==> config.mk <==
export PLATFORM = sky130hd
export DESIGN_NAME = fifo_ctrl
export DESIGN_NICKNAME = d
export VERILOG_FILES = /design/src/rtl/fifo_pkg.sv /design/src/rtl/fifo_ptr.sv /design/src/rtl/fifo_ctrl.sv
export SDC_FILE = /design/constraint.sdc
export NUM_CORES = 1
export LEC_CHECK = 0
export ABC_AREA = 1
export CORE_MARGIN = 5
export CORE_UTILIZATION = 48
export DETAILED_ROUTE_END_ITERATION = 7
export GPL_TIMING_DRIVEN = 0
export PLACE_DENSITY = 0.82
export SLEW_MARGIN = 20
export SYNTH_ARGS = -nofsm -noshare
export SYNTH_HDL_FRONTEND = slang
export SYNTH_SLANG_ARGS = --single-unit
==> constraint.sdc <==
create_clock -name i_clk -period 3.5 [get_ports i_clk]
set_input_delay 0.7 -clock i_clk [delete_from_list [all_inputs] [get_ports i_clk]]
set_output_delay 0.7 -clock i_clk [all_outputs]
set_load 0.02 [all_outputs]
==> src/rtl/fifo_pkg.sv <==
// Shared constants, op_state encoding and helpers for the FIFO control slice.
package fifo_pkg;

    localparam int unsigned DEPTH = 8;
    localparam int unsigned AW    = 3;

    typedef logic [1:0] op_state_t;

    // Accepted operations of the previous cycle; bit 0 = write, bit 1 = read.
    localparam op_state_t NOP   = 2'b00;
    localparam op_state_t WRITE = 2'b01;
    localparam op_state_t READ  = 2'b10;
    localparam op_state_t RDWR  = 2'b11;

    // One-hot decode of a register index.
    function automatic logic [DEPTH-1:0] onehot(input logic [AW-1:0] idx);
        onehot      = '0;
        onehot[idx] = 1'b1;
    endfunction

endpackage

==> src/rtl/fifo_ptr.sv <==
// Wrap-around pointer with increment enable; width AW wraps mod 2**AW.
module fifo_ptr #(
    parameter int unsigned AW = 3
) (
    input  logic          i_clk,
    input  logic          i_reset_n,
    input  logic          i_inc,
    output logic [AW-1:0] o_ptr
);

    logic [AW-1:0] r_ptr;

    // Advance on enable; natural overflow provides the wrap.
    always_ff @(posedge i_clk or negedge i_reset_n) begin
        if (!i_reset_n) begin
            r_ptr <= '0;
        end else if (i_inc) begin
            r_ptr <= r_ptr + 1'b1;
        end
    end

    assign o_ptr = r_ptr;

endmodule

==> src/rtl/fifo_ctrl.sv <==
// FIFO control: head/tail pointers, occupancy, register-bank enables and handshake flags.
module fifo_ctrl
    import fifo_pkg::*;
(
    input  logic             i_clk,
    input  logic             i_reset_n,
    input  logic             i_wr_en,
    input  logic             i_rd_en,
    output logic [DEPTH-1:0] o_reg_we,
    output logic [AW-1:0]    o_rd_addr,
    output logic             o_dout_le,
    output logic             o_full,
    output logic             o_empty,
    output logic [AW:0]      o_data_count,
    output logic             o_wr_ack,
    output logic             o_wr_err,
    output logic             o_rd_ack,
    output logic             o_rd_err
);

    localparam logic [AW:0] COUNT_FULL = (AW + 1)'(DEPTH);

    logic [AW:0]   r_count;
    op_state_t     r_op_state;
    logic          r_wr_err;
    logic          r_rd_err;

    logic [AW-1:0] w_head;
    logic [AW-1:0] w_tail;
    logic          w_wr_ok;
    logic          w_rd_ok;
    logic [AW:0]   w_count_nxt;
    op_state_t     w_op_state_nxt;

    // Requests are masked while reset is held so no enable leaks to the bank.
    assign w_wr_ok = i_reset_n & i_wr_en & (r_count != COUNT_FULL);
    assign w_rd_ok = i_reset_n & i_rd_en & (r_count != '0);

    fifo_ptr #(
        .AW (AW)
    ) u_head (
        .i_clk     (i_clk),
        .i_reset_n (i_reset_n),
        .i_inc     (w_rd_ok),
        .o_ptr     (w_head)
    );

    fifo_ptr #(
        .AW (AW)
    ) u_tail (
        .i_clk     (i_clk),
        .i_reset_n (i_reset_n),
        .i_inc     (w_wr_ok),
        .o_ptr     (w_tail)
    );

    // Next occupancy and record of which operations were accepted.
    always_comb begin
        w_count_nxt    = r_count;
        w_op_state_nxt = NOP;
        unique case ({w_rd_ok, w_wr_ok})
            2'b01: begin
                w_count_nxt    = r_count + 1'b1;
                w_op_state_nxt = WRITE;
            end
            2'b10: begin
                w_count_nxt    = r_count - 1'b1;
                w_op_state_nxt = READ;
            end
            2'b11: w_op_state_nxt = RDWR;
            default: w_op_state_nxt = NOP;
        endcase
    end

    // Occupancy, op_state and rejection flags.
    always_ff @(posedge i_clk or negedge i_reset_n) begin
        if (!i_reset_n) begin
            r_count    <= '0;
            r_op_state <= NOP;
            r_wr_err   <= 1'b0;
            r_rd_err   <= 1'b0;
        end else begin
            r_count    <= w_count_nxt;
            r_op_state <= w_op_state_nxt;
            r_wr_err   <= i_wr_en & ~w_wr_ok;
            r_rd_err   <= i_rd_en & ~w_rd_ok;
        end
    end

    assign o_reg_we     = w_wr_ok ? onehot(w_tail) : '0;
    assign o_rd_addr    = w_head;
    assign o_dout_le    = w_rd_ok;
    assign o_full       = (r_count == COUNT_FULL);
    assign o_empty      = (r_count == '0);
    assign o_data_count = r_count;
    assign o_wr_ack     = (r_op_state == WRITE) || (r_op_state == RDWR);
    assign o_rd_ack     = (r_op_state == READ) || (r_op_state == RDWR);
    assign o_wr_err     = r_wr_err;
    assign o_rd_err     = r_rd_err;

endmodule

==> run_results.csv <==
group,metric,value,unit
timing,max_clock_freq,0.332,GHz
setup_path,path_delay_family,"buffers and inverters",
timing,fin_crit_sh,0.861,
clocking,clk_latency_worst_skew_pair,0.27,ns
clocking,cts_tree,"done",
setup_path,endpoint_class_of_the_critical_path,"output port",
clocking,cts.htree.levels,1,
setup_path,crit_top_cell,"sky130_fd_sc_hd__clkdlybuf4s50_1",
logic_synthesis,synth_area_leaders,"sky130_fd_sc_hd__dfrtp_1, sky130_fd_sc_hd__nand2_1, sky130_fd_sc_hd__ha_1, sky130_fd_sc_hd__inv_1, sky130_fd_sc_hd__nor3_1",
setup_path,r2r-start,"o_data_count[0]$_DFFE_PN0P_",
timing,slew-limit-headroom,0.709,
setup_path,worst_r2r_path_depth,11,
setup_path,path_max_fanout,10,
routing,viasPerCell,4.93,
die,floorplan.initialDensity,0.499,
layout,design.final.nets,145,
logic_synthesis,synth-seq-cells,14,
layout,share_of_layout_cells_above_drive_strength_1,0.0916,
die,die_height,51.9,um
setup_path,worstSetupPathDepth,5,
setup_path,slowest_delay,0.64,ns
grt,gr_met3_demand_resource,0.0287,
timing,finalClockSkew,0.00297,ns
routing,wl_per_cell,11.6,um
routing,postRouteAntennaNets,0,
placed_design,placement.io_buffers,25,
logic_synthesis,dominant_combinational_cell_family_by_area_after_synthesis,"simple AND/OR/NAND/NOR gates",
timing,hold_ws,0.356,ns
clocking,clockBufferDepth,2,
clocking,cts_sinks,14,
power_and_ir_drop,power.leakage,0.582,nW
die,floorplan.rows,15,
setup_path,worst_path_max_delay_cell,"sky130_fd_sc_hd__clkdlybuf4s50_1",
grt,largest_net_degree_at_the_start_of_global_routing,19,
setup_path,cp-startpoint,"i_wr_en",
placed_design,place.detailed.hpwl,1.36,mm
setup_path,critical_path_arrival,2.31,ns
hold_path,worst_hold_path_type,"in -> async",
setup_path,path_cells,"clkdlybuf4s50_1 -> nand3_2 -> buf_6 -> nor3_1 -> clkdlybuf4s50_1",
logic_synthesis,synth_compound_area_frac,0.0119,
logic_synthesis,synthSimpleGateAreaFrac,0.314,
logic_synthesis,synth.distinct_cells,17,
timing,slew_viol_final,0,
clocking,clkTransAtPathRegs,0.08,ns
logic_synthesis,xor_and_xnor_area_share_after_synthesis,0.0416,
layout,antenna_cells_inserted,0,
grt,grt_usage,0.143,
timing,timing_hold_violations_final,0,
setup_path,cp_data_required_time,2.80,ns
setup_path,timing.critical_path.from_type,"input pin",
logic_synthesis,multiplexer_share_of_the_synthesized_area,0,
routing,detailedRoute.firstPassIterationCount,4,
clocking,cts_inserted_buffers,3,
die,chipWidth,51.9,um
die,floorplan.die_area,0.00269,mm2
grt,grt_pass1_vias,647,
setup_path,cp-endpoint,"o_reg_we[2]",
placed_design,place_congestion,0.751,
power_and_ir_drop,peakVddDrop,0.463,mV
timing,final_period_minus_worst_setup_slack,3.01,ns
logic_synthesis,syn-num-nets,115,
grt,grt_remaining_overflow,0,
die,top_ports,26,
clocking,cts-hold-fix-buffers,0,
logic_synthesis,synth_top_area_share,0.416,
logic_synthesis,synth_adder_area_share,0.128,
grt,grt_pass1_wl,2.95,mm
logic_synthesis,synth_area_per_inst,8.18,um2
logic_synthesis,post_synth_inst_count,103,
flow_run,number_of_max_cap_violations,0,
logic_synthesis,netlist_area,842,um2
power_and_ir_drop,powerDensity,761,mW/mm2
setup_path,ff2ff_setup_slack,1.35,ns
clocking,cts-root-buf,"sky130_fd_sc_hd__clkbuf_4",
clocking,cts_setup_buffers,0,
grt,met2_usage,0.241,
grt,antenna_found_initial,0,
die,floorplan.core_area,0.00169,mm2
logic_synthesis,synth-seq-area-share,0.416,
layout,area_delta_synth_final,34.3,%
routing,number_of_drc_violations_after_detailed_routing_iteration_0,18,
setup_path,critical_path.reg2reg.endpoint,"o_data_count[3]$_DFFE_PN0P_",
layout,stdcell_area,0.00113,mm2
routing,route.vias.total,730,
logic_synthesis,ys_warn_count,0,
timing,worstMarginPinSlew,0.437,ns
placed_design,place_area,0.00111,mm2
grt,top_usage_layer,"met2",
setup_path,critical_path.n_buffers_inverters,3,
setup_path,setup_crit_path_kind,"in -> out",
timing,rsz0062_at_grt,"false",
grt,globalRouteMet1Util,0.185,
routing,remaining_drc_errors,0,
timing,report.final.setup_viol,0,
routing,routed_wl,1.71,mm
status,run_status,"finished clean",
logic_synthesis,yosysTopAreaCell,"sky130_fd_sc_hd__dfrtp_1",
-- per-stage QoR --
step                      setup WS (ns)  total power [mW]  utilization  cells  TNS (ns)
after global placement          -0.0520             0.758        0.659    145    -0.398
after floorplan                    1.30             0.589            -    103         0
final                             0.487             0.861        0.670    148         0
after detailed placement        -0.0996             0.780        0.659    145    -0.716
after CTS                         0.183             0.870        0.672    148         0
after global routing              0.378             0.933        0.670    148         0
-- routing by layer --
layer	vias up	wire length, um
li1	372	-
met1	343	763
met2	13	879
met3	2	55
met4	0	12
met5	-	0
-- how the worst min path moves through the flow --
stage	to	slack [ns]	depth (start not counted)	from
after global routing	o_data_count[0]$_DFFE_PN0P_	0.38	1	i_reset_n
after global placement	u_head.o_ptr[1]$_DFFE_PN0P_	0.49	2	u_head.o_ptr[1]$_DFFE_PN0P_
final	o_data_count[2]$_DFFE_PN0P_	0.36	1	i_reset_n
after CTS	u_head.o_ptr[1]$_DFFE_PN0P_	0.52	2	u_head.o_ptr[1]$_DFFE_PN0P_
after detailed placement	u_head.o_ptr[1]$_DFFE_PN0P_	0.50	2	u_head.o_ptr[1]$_DFFE_PN0P_
after floorplan	o_data_count[0]$_DFFE_PN0P_	0.40	0	i_reset_n
-- flip-flops by register name, indices dropped and copies added (netlist names) --
signal,flops
r_op_state,2
u_tail.o_ptr,3
o_data_count,4
o_rd_err,1
u_head.o_ptr,3
o_wr_err,1
-- cells in the mapped netlist, drive strengths merged --
| cell type | n |
|---|---|
| xor2 | 3 |
| nor2 | 6 |
| inv | 15 |
| nand3 | 6 |
| buf | 1 |
| nand2 | 35 |
| xnor2 | 1 |
| o21ai | 2 |
| dfrtp | 14 |
| nor3 | 8 |
| clkbuf | 2 |
| ha | 7 |
| fa | 1 |
| or2 | 2 |
-- worst register-to-register path, stage by stage, from the launching register on --
cell and delay [ns]:
sky130_fd_sc_hd__dfrtp_1 0.45, sky130_fd_sc_hd__nor2_2 0.16, sky130_fd_sc_hd__nand3_1 0.13, sky130_fd_sc_hd__inv_1 0.14, sky130_fd_sc_hd__nor2_4 0.07, sky130_fd_sc_hd__ha_1 0.27, sky130_fd_sc_hd__ha_1 0.33, sky130_fd_sc_hd__or2_2 0.30
sky130_fd_sc_hd__nand2_1 0.07, sky130_fd_sc_hd__nand2_1 0.05, sky130_fd_sc_hd__nand3_1 0.06, sky130_fd_sc_hd__nand2_1 0.05
-- kinds of logic (layout without fill, tap and decap cells) --
group	after synthesis	in the layout
and+or+nand+nor	57	57
buffers and inverters	18	46
DFF	14	14
adders and majority gates	8	8
xor gates and xnor gates	4	4
AOI/OAI and AO/OA	2	2
-- cell type report --
type / count / area (um2)
plain buffers: 3 / 18.8
clock buffers: 3 / 22.5
multi-input cells: 71 / 417
fillers: 136 / 558
well taps: 17 / 21.3
repair buffers: 25 / 245
flip-flops and latches: 14 / 350
inverters: 15 / 56.3
-- where the power goes --
part           internal, mW  total [mW]  switching, mW
Clock                0.0397      0.0878         0.0481
Sequential            0.221       0.294         0.0731
Combinational         0.213       0.479          0.266
Total                 0.474       0.861          0.387
-- layout by cell type, fill, tap and decap left out, drive strengths merged --
cell type / Yosys / layout
clkdlybuf4s50: 0 / 24
or2: 2 / 2
xnor2: 1 / 1
buf: 1 / 1
o21ai: 2 / 2
clkbuf: 2 / 6
nor2: 6 / 6
inv: 15 / 15
nand2: 35 / 35
ha: 7 / 7
nor3: 8 / 8
nand3: 6 / 6
dfrtp: 14 / 14
xor2: 3 / 3
fa: 1 / 1
-- what timing repair did --
action | in CTS | in global routing
endpoints found under the hold margin | 0 | 0
gates resized for setup | 1 | 2
cloned | 0 | 0
setup endpoints to repair | 9 | 6
Note: power is estimated with default switching activity, not from simulation.
